### src/rtl/pc_unit_if.sv
// Fetch-side bundle between the PC unit and the fetch/control logic.
// Carries op/target in, fetch address, link, EPC and RAS status out.
interface pc_unit_if #(
    parameter int AW = 32
);
    logic          stall;
    logic [2:0]    op;
    logic [AW-1:0] target;
    logic [AW-1:0] pc;
    logic [AW-1:0] link;
    logic [AW-1:0] epc;
    logic          ras_empty;
    logic          ras_full;
    logic          ras_underflow;
    logic          ras_overflow;
`ifdef PC_MISALIGN_TRAP_EN
    logic          misalign;
`endif

    modport master (
        output stall,
        output op,
        output target,
        input  pc,
        input  link,
        input  epc,
        input  ras_empty,
        input  ras_full,
        input  ras_underflow,
        input  ras_overflow
`ifdef PC_MISALIGN_TRAP_EN
        ,
        input  misalign
`endif
    );

    modport slave (
        input  stall,
        input  op,
        input  target,
        output pc,
        output link,
        output epc,
        output ras_empty,
        output ras_full,
        output ras_underflow,
        output ras_overflow
`ifdef PC_MISALIGN_TRAP_EN
        ,
        output misalign
`endif
    );
endinterface

### src/rtl/pc_unit.sv
// Fetch PC register with return-address stack, EPC and link capture.
// Optional misaligned-target trap enabled by PC_MISALIGN_TRAP_EN.
module pc_unit #(
    parameter int            AW           = 32,
    parameter logic [AW-1:0] RESET_VECTOR = '0,
    parameter logic [AW-1:0] EXC_VECTOR   = AW'('h80),
    parameter int            RAS_DEPTH    = 4
) (
    input logic       clk,
    input logic       rst_n,
    pc_unit_if.slave  bus
);
    localparam int PW = $clog2(RAS_DEPTH);
    localparam int CW = PW + 1;

    localparam logic [2:0] OP_SEQ     = 3'd0;
    localparam logic [2:0] OP_LOAD    = 3'd1;
    localparam logic [2:0] OP_HOLD    = 3'd2;
    localparam logic [2:0] OP_RESTART = 3'd3;
    localparam logic [2:0] OP_CALL    = 3'd4;
    localparam logic [2:0] OP_RET     = 3'd5;
    localparam logic [2:0] OP_EXC     = 3'd6;
    localparam logic [2:0] OP_ERET    = 3'd7;

    logic [AW-1:0] pc_q, pc_d;
    logic [AW-1:0] link_q, link_d;
    logic [AW-1:0] epc_q, epc_d;
    logic [PW-1:0] tp_q, tp_d;
    logic [CW-1:0] cnt_q, cnt_d;
    logic          ovf_q, ovf_d;
    logic          unf_q, unf_d;
    logic [AW-1:0] ras_q [RAS_DEPTH];

    logic          push;
    logic          empty;
    logic          full;
    logic          trap;
    logic [AW-1:0] seq_pc;
    logic [AW-1:0] ret_pc;
    logic [AW-1:0] sel;

`ifdef PC_MISALIGN_TRAP_EN
    logic          mis_q, mis_d;
`endif

    assign empty  = (cnt_q == '0);
    assign full   = (cnt_q == CW'(RAS_DEPTH));
    assign seq_pc = pc_q + AW'(4);
    assign ret_pc = pc_q + AW'(8);

    // RET with an empty stack falls back to the supplied target
    assign sel = (bus.op == OP_RET && !empty) ? ras_q[tp_q] : bus.target;

`ifdef PC_MISALIGN_TRAP_EN
    assign trap = (bus.op == OP_LOAD || bus.op == OP_CALL ||
                   bus.op == OP_RET) && (sel[1:0] != 2'b00);
`else
    assign trap = 1'b0;
`endif

    always_comb begin
        pc_d   = pc_q;
        link_d = link_q;
        epc_d  = epc_q;
        tp_d   = tp_q;
        cnt_d  = cnt_q;
        ovf_d  = ovf_q;
        unf_d  = 1'b0;
        push   = 1'b0;
`ifdef PC_MISALIGN_TRAP_EN
        mis_d  = 1'b0;
`endif
        if (!bus.stall) begin
            unique case (bus.op)
                OP_SEQ: begin
                    pc_d = seq_pc;
                end
                OP_LOAD: begin
                    pc_d = sel;
                end
                OP_HOLD: begin
                    pc_d = pc_q;
                end
                OP_RESTART: begin
                    pc_d  = RESET_VECTOR;
                    cnt_d = '0;
                    ovf_d = 1'b0;
                end
                OP_CALL: begin
                    pc_d = sel;
                    if (!trap) begin
                        link_d = ret_pc;
                        push   = 1'b1;
                        tp_d   = tp_q + PW'(1);
                        // full stack: newest overwrites oldest slot
                        if (full) begin
                            ovf_d = 1'b1;
                        end else begin
                            cnt_d = cnt_q + CW'(1);
                        end
                    end
                end
                OP_RET: begin
                    pc_d = sel;
                    if (empty) begin
                        unf_d = 1'b1;
                    end else begin
                        tp_d  = tp_q - PW'(1);
                        cnt_d = cnt_q - CW'(1);
                    end
                end
                OP_EXC: begin
                    epc_d = pc_q;
                    pc_d  = EXC_VECTOR;
                end
                OP_ERET: begin
                    pc_d = epc_q;
                end
                default: begin
                    pc_d = pc_q;
                end
            endcase
            if (trap) begin
                pc_d  = EXC_VECTOR;
                epc_d = sel;
`ifdef PC_MISALIGN_TRAP_EN
                mis_d = 1'b1;
`endif
            end
        end
    end

    always_ff @(posedge clk or negedge rst_n) begin
        if (!rst_n) begin
            pc_q   <= RESET_VECTOR;
            link_q <= '0;
            epc_q  <= '0;
            tp_q   <= '0;
            cnt_q  <= '0;
            ovf_q  <= 1'b0;
            unf_q  <= 1'b0;
        end else begin
            pc_q   <= pc_d;
            link_q <= link_d;
            epc_q  <= epc_d;
            tp_q   <= tp_d;
            cnt_q  <= cnt_d;
            ovf_q  <= ovf_d;
            unf_q  <= unf_d;
        end
    end

    always_ff @(posedge clk or negedge rst_n) begin
        if (!rst_n) begin
            for (int i = 0; i < RAS_DEPTH; i++) begin
                ras_q[i] <= '0;
            end
        end else if (push) begin
            ras_q[tp_d] <= ret_pc;
        end
    end

`ifdef PC_MISALIGN_TRAP_EN
    always_ff @(posedge clk or negedge rst_n) begin
        if (!rst_n) begin
            mis_q <= 1'b0;
        end else begin
            mis_q <= mis_d;
        end
    end

    assign bus.misalign = mis_q;
`endif

    assign bus.pc            = pc_q;
    assign bus.link          = link_q;
    assign bus.epc           = epc_q;
    assign bus.ras_empty     = empty;
    assign bus.ras_full      = full;
    assign bus.ras_underflow = unf_q;
    assign bus.ras_overflow  = ovf_q;
endmodule

### src/flat_wrapper.sv
// flat-port wrapper written by rule: the top's interface ports become plain ports
module pc_unit_flat 
#(
    parameter int            AW           = 32,
    parameter logic [AW-1:0] RESET_VECTOR = '0,
    parameter logic [AW-1:0] EXC_VECTOR   = AW'('h80),
    parameter int            RAS_DEPTH    = 4
)
  (clk, rst_n, bus_stall, bus_op, bus_target, bus_pc, bus_link, bus_epc, bus_ras_empty, bus_ras_full, bus_ras_underflow, bus_ras_overflow);
  pc_unit_if #(.AW(AW)) bus_i ();
  input logic clk;
  input logic rst_n;
  input wire logic [$bits(bus_i.stall)-1:0] bus_stall;
  input wire logic [$bits(bus_i.op)-1:0] bus_op;
  input wire logic [$bits(bus_i.target)-1:0] bus_target;
  output wire logic [$bits(bus_i.pc)-1:0] bus_pc;
  output wire logic [$bits(bus_i.link)-1:0] bus_link;
  output wire logic [$bits(bus_i.epc)-1:0] bus_epc;
  output wire logic [$bits(bus_i.ras_empty)-1:0] bus_ras_empty;
  output wire logic [$bits(bus_i.ras_full)-1:0] bus_ras_full;
  output wire logic [$bits(bus_i.ras_underflow)-1:0] bus_ras_underflow;
  output wire logic [$bits(bus_i.ras_overflow)-1:0] bus_ras_overflow;
  assign bus_i.stall = bus_stall;
  assign bus_i.op = bus_op;
  assign bus_i.target = bus_target;
  assign bus_pc = bus_i.pc;
  assign bus_link = bus_i.link;
  assign bus_epc = bus_i.epc;
  assign bus_ras_empty = bus_i.ras_empty;
  assign bus_ras_full = bus_i.ras_full;
  assign bus_ras_underflow = bus_i.ras_underflow;
  assign bus_ras_overflow = bus_i.ras_overflow;
  pc_unit #(.AW(AW), .RESET_VECTOR(RESET_VECTOR), .EXC_VECTOR(EXC_VECTOR), .RAS_DEPTH(RAS_DEPTH)) u_core (.clk(clk), .rst_n(rst_n), .bus(bus_i));
endmodule
### config.mk
export PLATFORM = sky130hd
export DESIGN_NAME = pc_unit_flat
export DESIGN_NICKNAME = d
export VERILOG_FILES = /design/src/rtl/pc_unit_if.sv /design/src/rtl/pc_unit.sv /design/src/flat_wrapper.sv
export SDC_FILE = /design/constraint.sdc
export NUM_CORES = 1
export LEC_CHECK = 0
export ABC_AREA = 1
export CAP_MARGIN = 20
export CORE_AREA = 2 2 122 183
export DETAILED_ROUTE_END_ITERATION = 12
export DIE_AREA = 0 0 124 185
export GPL_TIMING_DRIVEN = 0
export PLACE_DENSITY_LB_ADDON = 0.1
export SETUP_SLACK_MARGIN = 0.1
export SLEW_MARGIN = 20
export SYNTH_ARGS = -nofsm -noshare
export SYNTH_HDL_FRONTEND = slang
export SYNTH_SLANG_ARGS = --single-unit
### constraint.sdc
create_clock -name clk -period 2 [get_ports clk]
set_input_delay 0.3 -clock clk [delete_from_list [all_inputs] [get_ports clk]]
set_output_delay 0.3 -clock clk [all_outputs]
set_load 0.05 [all_outputs]
Yosys cells after proc, flatten, opt, wreduce, memory -nomap -nowiden
Index checks and enable logic that the tools add are counted.
{"block": "op_classes", "add_sub_neg": 6, "magnitude_cmp": 3, "eq_ne": 11, "muxes": 21, "bitwise": 4, "n_reduce_logical": 13}
{"cell": "32-bit one-hot mux with 5 select lines", "count": 1}
{"cell": "128-bit bitwise mux", "count": 1}
{"cell": "32-bit 2-to-1 mux", "count": 4}
{"cell": "32-bit binary-select mux with 2-bit select", "count": 1}
{"cell": "32-bit demux with 2-bit select", "count": 1}
{"cell": "32-bit by 3-bit adder with 32-bit output (second input constant)", "count": 1}
{"cell": "32-bit by 4-bit adder with 32-bit output (second input constant)", "count": 1}
{"cell": "3-bit == test (second input constant)", "count": 5}
{"cell": "3-bit one-hot mux with 3 select lines", "count": 1}
{"cell": "3-bit by 2-bit == test with 1-bit output (second input constant)", "count": 2}
{"cell": "3-bit greater-or-equal comparator (second input constant)", "count": 2}
{"cell": "3-bit zero test", "count": 2}
{"cell": "1-bit 2-to-1 mux", "count": 6}
{"cell": "3-bit 2-to-1 mux", "count": 2}
{"cell": "2-bit inequality test (second input constant)", "count": 3}
{"cell": "2-bit NOT with 3-bit output", "count": 2}
{"cell": "2-bit AND reduction", "count": 3}
{"cell": "2-bit 2-to-1 mux", "count": 2}
{"cell": "2-bit one-hot mux with 2 select lines", "count": 1}
{"cell": "4-bit AND reduction", "count": 1}
{"cell": "3-bit by 1-bit adder with 3-bit output (second input constant)", "count": 1}
{"cell": "3-bit by 1-bit == test with 1-bit output (second input constant)", "count": 1}
{"cell": "3-bit by 1-bit < comparator with 1-bit output (second input constant)", "count": 1}
{"cell": "3-bit AND reduction", "count": 1}
{"cell": "other kinds (10)", "count": 12}
{"block": "word_totals", "reg_bits": 231, "in_bits": 38, "output_inout_bits": 100, "word_cells": 69}

Logic depth before layout (Yosys ltp)
Gate-level depths: netlist of the first run.
{"block": "depth", "ltp_word": 10, "ltp_mapped": 13, "mapped_depth_nobuf": 11}

Least setup slack after synthesis of the first run
No wires, ideal clock.
{"block": "synth_timing", "path_type": "register -> register", "startpoint": "register u_core.pc_q[3] (netlist: u_core.bus.pc[3])", "endpoint": "register u_core.ras_q[85] (netlist bit)", "setup_time_ns": 0.138, "t_arrival_ns": 2.089, "required_time_ns": 1.862, "setup_slack_ns": -0.227, "path_stages_with_launch": 8, "path_buffers": 0, "period_less_slack_ns": 2.227, "cell_sequence": "dfrtp_1 ha_1 nand3_1 nor2_2 nand2_1 nor2_1 xor2_1 o21ai_0"}
{"block": "synth_via", "elab_chain_len": 2}
{"item": "from (decl)", "line": "pc_unit.sv:25", "text": "logic [AW-1:0] pc_q, pc_d;"}
{"item": "from (signal assigned)", "line": "pc_unit.sv:143", "text": "pc_q <= pc_d;"}
{"item": "32-bit by 4-bit adder with 32-bit output", "line": "pc_unit.sv:49", "text": "assign ret_pc = pc_q + AW'(8);"}
{"item": "128-bit bitwise mux", "line": "pc_unit.sv:159", "text": "ras_q[tp_d] <= ret_pc;"}
{"item": "to (signal, indexed assignment)", "line": "pc_unit.sv:159"}
{"item": "to (decl)", "line": "pc_unit.sv:32", "text": "logic [AW-1:0] ras_q [RAS_DEPTH];"}
Every way passes these cells.
A chain may end at the register's enable or synchronous reset.

Worst setup path after layout of the first run
{"block": "layout_timing", "startpoint": "register u_core.epc_q[7] (netlist: u_core.bus.epc[7])", "endpoint": "output bus_epc[7]"}
{"item": "from (decl)", "line": "pc_unit.sv:27", "text": "logic [AW-1:0] epc_q, epc_d;"}
{"item": "from (signal assigned)", "line": "pc_unit.sv:145", "text": "epc_q <= epc_d;"}
{"item": "to (decl)", "line": "flat_wrapper.sv:18", "text": "output wire logic [$bits(bus_i.epc)-1:0] bus_epc;"}
No word-level cell between the ends.

==> results of run 1 <==
-- what timing repair did --
action	4_1_cts	5_1_grt
hold endpoints to repair	80	0
pin swaps	8	18
setup buffers	10	19
hold buffers	1	0
gates resized for setup	222	103
cloned	0	1
setup endpoints to repair	272	159
-- metrics by stage --
step                 TNS, ps  cells
finish                     0   2105
global route               0   2105
CTS                        0   2085
detailed placement   -102310   2028
global placement    -2248940   2026
floorplan                  0   1618
-- tightest hold or removal path, stage by stage --
cell and delay (ps):
sky130_fd_sc_hd__buf_4 130, sky130_fd_sc_hd__nand3_1 110, sky130_fd_sc_hd__nand2_1 100, sky130_fd_sc_hd__a22o_1 140
-- state kept, by name, indices dropped and copies added (netlist names) --
register	cells
u_core.bus.ras_overflow	1
u_core.bus.link	32
u_core.bus.ras_underflow	1
u_core.bus.epc	32
u_core.cnt_q	3
u_core.bus.pc	32
u_core.tp_q	2
u_core.ras_q	128
-- cells in the final DEF, fill, tap and decap left out, types with 14 or more instances in the layout --
cell type | netlist | layout
sky130_fd_sc_hd__clkbuf_16 | 0 | 26
sky130_fd_sc_hd__nand2_1 | 624 | 607
sky130_fd_sc_hd__o21ai_0 | 138 | 129
sky130_fd_sc_hd__dlygate4sd2_1 | 0 | 91
sky130_fd_sc_hd__inv_1 | 91 | 86
sky130_fd_sc_hd__nor2_2 | 4 | 15
sky130_fd_sc_hd__clkbuf_2 | 0 | 28
sky130_fd_sc_hd__nor2_1 | 135 | 108
sky130_fd_sc_hd__clkbuf_1 | 44 | 16
sky130_fd_sc_hd__nand2_2 | 9 | 20
sky130_fd_sc_hd__buf_2 | 8 | 14
sky130_fd_sc_hd__a21oi_1 | 36 | 35
sky130_fd_sc_hd__o21ai_2 | 28 | 28
sky130_fd_sc_hd__dfrtp_2 | 0 | 19
sky130_fd_sc_hd__clkdlybuf4s50_1 | 0 | 33
sky130_fd_sc_hd__nand3_1 | 142 | 140
sky130_fd_sc_hd__nor2_4 | 2 | 18
sky130_fd_sc_hd__dfrtp_1 | 231 | 211
sky130_fd_sc_hd__o21ai_1 | 26 | 35
sky130_fd_sc_hd__buf_4 | 5 | 33
sky130_fd_sc_hd__inv_2 | 10 | 14
-- power breakdown --
part | internal [uW] | total [uW] | switching (uW)
clock network | 2790 | 4790 | 2000
registers | 6030 | 7050 | 1020
logic | 2010 | 6500 | 4490
-- area by class of cell --
class / instances / area, um2
fillers: 1743 / 6060
multi-input cells: 1203 / 5880
flip-flops and latches: 231 / 5810
repair buffers: 169 / 1580
clock buffers: 36 / 727
plain buffers: 81 / 568
inverters: 103 / 395
well taps: 272 / 340
clock inverters: 10 / 114
-- per-layer routing --
metal	wire, um	vias to the layer above	share of wire	global-route usage
met1	16600	5777	0.39	0.475
met2	20600	573	0.48	0.606
met3	2900	144	0.068	0.0422
met5	0	-	0	0
met4	2630	0	0.062	0.202
li1	-	5535	-	-
-- worst max path at each step --
stage / from / end / depth (start not counted) / slack (ps)
finish: u_core.bus.epc[7] / bus_epc[7] / 1 / 80
global route: u_core.bus.pc[3] / u_core.bus.pc[28] / 9 / 60
CTS: u_core.bus.pc[2] / u_core.bus.pc[24] / 10 / 60
detailed placement: bus_op[2] / u_core.bus.pc[20] / 9 / -790
global placement: rst_n / u_core.bus.pc[3] / 1 / -10930
floorplan: u_core.cnt_q[0] / u_core.ras_q[45] / 12 / 100
-- kinds of logic after synthesis --
kind of cell / after synthesis / share of synthesized area
buffers and inverters: 184 / 0.0696
and+or+nand+nor: 933 / 0.316
DFF: 231 / 0.480
adders and majority gates: 3 / 0.00312
xor gates and xnor gates: 26 / 0.0189
AOI/OAI and AO/OA: 241 / 0.112
==> metrics.json, run 1 <==
{
  "status": {
    "status": "complete, no violations"
  },
  "logic_synthesis": {
    "ys_top_cells_by_area": "sky130_fd_sc_hd__dfrtp_1, sky130_fd_sc_hd__nand2_1, sky130_fd_sc_hd__nand3_1",
    "yosysMostFrequentCell": "sky130_fd_sc_hd__nand2_1",
    "synth_commonest_cells": "sky130_fd_sc_hd__nand2_1, sky130_fd_sc_hd__dfrtp_1, sky130_fd_sc_hd__nand3_1",
    "async_reset_ff_frac": 1.00,
    "synth_ff_type": "sky130_fd_sc_hd__dfrtp_1",
    "synth_cells": 1618,
    "synthesis.nets": 1659,
    "yosys_warnings": 0,
    "synth.distinct_cells": 35,
    "synth_top_area_share": 0.480,
    "synth_top_cell_by_area": "sky130_fd_sc_hd__dfrtp_1",
    "syn_area_mm2": 0.0120,
    "ys_seq_elements": 231,
    "synth_sequential_area_ratio": 0.480,
    "syn_area_per_cell_um2": 7.44,
    "synth-edff-count": 0
  },
  "global_route": {
    "grt_start_max_net_pins": 82,
    "grt_use_total": 0.370,
    "grt_pass1_vias": 11386,
    "number_of_antenna_violations_at_the_first_check_in_global_routing": 0,
    "grt_overflow_total": 0,
    "grt_pass1_wl_mm": 63.4
  },
  "clocking": {
    "ctsHtreeMaxLevel": 1,
    "clock_sinks": 231,
    "root_buffer": "sky130_fd_sc_hd__clkbuf_16",
    "tritoncts": "built",
    "clock_path_buffers": 3,
    "clock_insertion_delay_worst_skew_ps": 540,
    "cts_inserted_buffers": 25,
    "worst_path_clk_slew_ps": 60
  },
  "timing": {
    "report.final.hold_viol_count": 0,
    "layout_skew_ps": 12.1,
    "slew-limit-headroom": 0.556,
    "post-route-period-util": 0.961,
    "worst_hold_slack_ps": 286,
    "report.final.slew_viol_count": 0,
    "setup_ws_ps": 78.9,
    "tightestPinTransition_ps": 667,
    "timing.final.setup_violations": 0,
    "fmax_mhz": 521,
    "grt_setup_unrepaired": "true",
    "final.min_clock_period_ps": 1920
  },
  "detailed_routing": {
    "postRouteAntennaNets": 0,
    "drt_drc_violations_left": 0,
    "totalWireLength_mm": 42.7,
    "via_count": 12029,
    "drtIter0Drc": 1059,
    "wl_per_cell_um": 20.3,
    "detail_route.first_pass.iterations": 7,
    "via_count_normalized_by_instance_count": 5.71
  },
  "final_layout": {
    "final_area_mm2": 0.0154,
    "layout-drive-gt1-share": 0.167,
    "final_core_util": 0.718,
    "fin_nets": 1855,
    "area_growth_pct": 28.1,
    "n_antenna_cell": 0
  },
  "die": {
    "initial_utilization": 0.560,
    "row_count": 66,
    "die_width_um": 124,
    "io_pins": 138,
    "die_h_um": 185,
    "die_area_mm2": 0.0229,
    "core_mm2": 0.0215
  },
  "worst_setup_path": {
    "crit_path_cell_trace": "clkdlybuf4s15_1",
    "cp.required_ps": 1700,
    "critical_path_class": "register to output port",
    "endpoint_kind": "output port",
    "critical_path.reg2reg.endpoint": "u_core.bus.pc[31]",
    "arrival_ps": 1620,
    "source_of_the_worst_register_to_register_timing_path": "u_core.bus.pc[3]",
    "crit_family": "buffers and inverters",
    "r2r_cells": 10,
    "crit_buf_inv": 1,
    "cp_max_delay_cell": "sky130_fd_sc_hd__clkdlybuf4s15_1",
    "cp_max_fo": 3,
    "critical-path-max-stage-delay_ps": 560,
    "rrSetupSlack_ps": 90,
    "critical_path.startpoint_type": "register"
  },
  "flow_run": {
    "drv_cap": 0
  },
  "pwr": {
    "irDropWorstVdd_mv": 0.757,
    "p_leak_uw": 0.00753,
    "power_per_cell_area_mw_per_mm2": 1190,
    "post-layout-total-power_uw": 18400
  },
  "placement": {
    "placement.cell_area_mm2": 0.0138,
    "place_worst_setup_slack_ps": -792,
    "hpwl_mm": 31.0,
    "finalWeightedCongestion": 1.05,
    "io_buffers": 136
  },
  "hold_path": {
    "hold-path-cell-count": 4,
    "worstHoldPathType": "input port to register",
    "holdCritStartpoint": "bus_op[1]",
    "min_to": "u_core.bus.ras_overflow"
  }
}
(Power assumes the default switching activity.)
==> run 2, diff against run 1 <==
- CORE_AREA: 2 2 122 183 -> 2 2 137 206
- CTS_CLUSTER_SIZE: unset -> 30
- DIE_AREA: 0 0 124 185 -> 0 0 139 208
==> metrics.json, run 2 (synthesized netlist as in run 1, its figures left out) <==
{
  "global_route": {
    "grt_pass1_vias": {"value": 11195, "change": "-1.7%"},
    "grt_pass1_wl": {"value": 66.1, "unit": "mm", "change": "+4.2%"},
    "grt_start_max_net_pins": {"value": 98, "change": "+20%"},
    "number_of_antenna_violations_at_the_first_check_in_global_routing": {"value": 0, "change": "unchanged"},
    "grt_use_total": {"value": 0.297, "change": "-0.0733"},
    "grt_overflow_total": {"value": 0, "change": "unchanged"}
  },
  "die": {
    "die_width": {"value": 139, "unit": "um", "change": "+12%"},
    "row_count": {"value": 74, "change": "+12%"},
    "die_h": {"value": 208, "unit": "um", "change": "+12%"},
    "core": {"value": 0.0270, "unit": "mm2", "change": "+26%"},
    "initial_utilization": {"value": 0.445, "change": "-0.115"},
    "die_area": {"value": 0.0289, "unit": "mm2", "change": "+26%"},
    "io_pins": {"value": 138, "change": "unchanged"}
  },
  "hold_path": {
    "worstHoldPathType": "input port to asynchronous set/reset pin"
  },
  "clocking": {
    "root_buffer": "sky130_fd_sc_hd__clkbuf_16",
    "ctsHtreeMaxLevel": {"value": 1, "change": "unchanged"},
    "cts_inserted_buffers": {"value": 24, "change": "-4.0%"},
    "worst_path_clk_slew": {"value": 60, "unit": "ps", "change": "about the same"},
    "clock_path_buffers": {"value": 3, "change": "unchanged"},
    "tritoncts": "built",
    "clock_insertion_delay_worst_skew": {"value": 530, "unit": "ps", "change": "about the same"},
    "clock_sinks": {"value": 231, "change": "unchanged"}
  },
  "final_layout": {
    "mostFrequentLayoutCell": "sky130_fd_sc_hd__nand2_1",
    "multi_input_area": {"value": 0.00596, "unit": "mm2", "change": "+1.4%"},
    "fin_nets": {"value": 1861, "change": "+0.32%"},
    "largest_register": "u_core.ras_q",
    "n_antenna_cell": {"value": 0, "change": "unchanged"},
    "area_growth_pct": 30.9,
    "sequential_cell_area": {"value": 0.00581, "unit": "mm2", "change": "about the same"},
    "final_core_util": {"value": 0.583, "change": "-0.135"},
    "post_layout_instance_count_excluding_filler_cells": {"value": 2178, "change": "+3.5%"},
    "fillerInstances": {"value": 2554, "change": "+47%"},
    "largest_register_ffs": {"value": 128, "change": "unchanged"},
    "layout-drive-gt1-share": {"value": 0.178, "change": "+0.0112"},
    "commonest_cells_after_routing_fill_and_taps_aside": "sky130_fd_sc_hd__nand2_1, sky130_fd_sc_hd__dfrtp_1, sky130_fd_sc_hd__nand3_1"
  },
  "worst_setup_path": {
    "crit_buf_inv": {"value": 1, "change": "unchanged"},
    "cp_max_delay_cell": "sky130_fd_sc_hd__clkdlybuf4s15_1",
    "critical-path-max-stage-delay": {"value": 560, "unit": "ps", "change": "about the same"},
    "cp.required": {"value": 1700, "unit": "ps", "change": "about the same"},
    "crit_path_cell_trace": "clkdlybuf4s15_1",
    "endpoint_kind": "output port",
    "crit_family": "buffers and inverters",
    "critical_path_class": "register to output port",
    "cp_max_fo": {"value": 6, "change": "+3"},
    "critical_path.startpoint_type": "register",
    "arrival": {"value": 1620, "unit": "ps", "change": "about the same"}
  },
  "timing": {
    "post-route-period-util": {"value": 0.961, "change": "about the same"},
    "fmax": {"value": 520, "unit": "MHz", "change": "about the same"},
    "report.final.slew_viol_count": {"value": 0, "change": "unchanged"},
    "final.min_clock_period": {"value": 1920, "unit": "ps", "change": "+1.19 ps"},
    "timing.final.setup_violations": {"value": 0, "change": "unchanged"},
    "tightestPinTransition": {"value": 605, "unit": "ps", "change": "-61.1 ps"},
    "report.final.hold_viol_count": {"value": 0, "change": "unchanged"},
    "layout_skew": {"value": 6.95, "unit": "ps", "change": "-5.20 ps"},
    "grt_setup_unrepaired": "true",
    "slew-limit-headroom": {"value": 0.596, "change": "+0.0407"}
  },
  "placement": {
    "finalWeightedCongestion": {"value": 1.01, "change": "-3.4%"},
    "hpwl": {"value": 32.3, "unit": "mm", "change": "+4.2%"},
    "dpl.cell_count": {"value": 2098, "change": "+3.5%"},
    "io_buffers": {"value": 136, "change": "unchanged"}
  },
  "status": {
    "status": "complete, no violations"
  },
  "detailed_routing": {
    "dr.max_layer_used": "met4",
    "wl_per_cell": {"value": 20.3, "unit": "um", "change": "+0.21%"},
    "wl_met1": {"value": 17.7, "unit": "mm", "change": "+6.7%"},
    "via_count_normalized_by_instance_count": {"value": 5.38, "change": "-5.8%"},
    "totalWireLength": {"value": 44.3, "unit": "mm", "change": "+3.7%"},
    "drt_drc_violations_left": {"value": 0, "change": "unchanged"},
    "drtIter0Drc": {"value": 1087, "change": "+2.6%"},
    "wl_met3": {"value": 2.83, "unit": "mm", "change": "-2.1%"},
    "detail_route.first_pass.iterations": {"value": 5, "change": "-2"},
    "detailroute.wirelength.met2": {"value": 21.6, "unit": "mm", "change": "+4.8%"},
    "via_count": {"value": 11719, "change": "-2.6%"},
    "postRouteAntennaNets": {"value": 0, "change": "unchanged"}
  },
  "pwr": {
    "p_leak": {"value": 0.00763, "unit": "uW", "change": "+1.3%"},
    "power_per_cell_area": {"value": 1160, "unit": "mW/mm2", "change": "-2.3%"},
    "irDropWorstVdd": {"value": 1.07, "unit": "mV", "change": "+42%"}
  },
  "flow_run": {
    "drv_cap": {"value": 0, "change": "unchanged"}
  }
}
[run 2: cell count changes in the layout (fill, tap and decap cells not counted), sizes merged]
cell,before,now
inv,103,101
buf,71,72
clkinvlp,1,0
dlygate4sd2,91,90
clkbuf,84,88
clkdlybuf4s15,6,7
clkinv,7,8
[run 2: routing by layer]
metal  up-vias  track usage
met2       495        0.502
li1       5549            -
met3       105       0.0306
met4         0        0.125
met5         -            0
met1      5570        0.388
[run 2: where the power goes]
part,switching (uW),internal [uW],total (uW)
Clock,1960,2780,4740
Combinational,4480,2090,6570
Sequential,988,6030,7020
[run 2: worst paths after layout]
check	from	depth (start not counted)	to	slack (ps)
min in group clk	bus_op[1]	4	u_core.bus.ras_overflow	320
max in group asynchronous	rst_n	3	u_core.tp_q[0]	760
max reg2reg	u_core.cnt_q[1]	13	u_core.ras_q[59]	130
min	rst_n	2	u_core.bus.link[6]	320
max	u_core.bus.pc[30]	1	bus_pc[30]	80
min reg2reg	u_core.bus.link[26]	2	u_core.bus.link[26]	470
[run 2: area by class of cell]
cell class                      count  share of cell area
Clock buffer                       34              0.0463
Timing Repair Buffer              176               0.109
Inverter                          103              0.0253
Clock inverter                      8             0.00572
Buffer                             81              0.0384
Sequential cell                   231               0.369
Multi-Input combinational cell   1203               0.379
Tap cell                          342              0.0272
[run 2: stage by stage]
| stage | power, uW | cell area, um2 | setup TNS (ps) | setup slack (ps) | hold WS [ps] |
|---|---|---|---|---|---|
| 3_5_place_dp | 13400 | 13900 | -115930 | -892 | 311 |
| 6_report | 18300 | 15800 | 0 | 77.7 | 319 |
| 2_1_floorplan | 11000 | 12100 | 0 | 102 | 4.41 |
| 4_1_cts | 18000 | 15100 | 0 | 1.09 | 283 |
| 3_3_place_gp | 13300 | 13900 | -2322580 | -11220 | 456 |
| 5_1_grt | 19300 | 15800 | 0 | 50.9 | 337 |
[run 2: timing repair]
item / CTS / global route
resized for setup: 235 / 122
hold buffers: 1 / 0
cloned: 0 / 6
hold endpoints to repair: 70 / 0
endpoints found under the setup margin: 290 / 180
pin swaps: 12 / 18
buffers inserted: 11 / 20
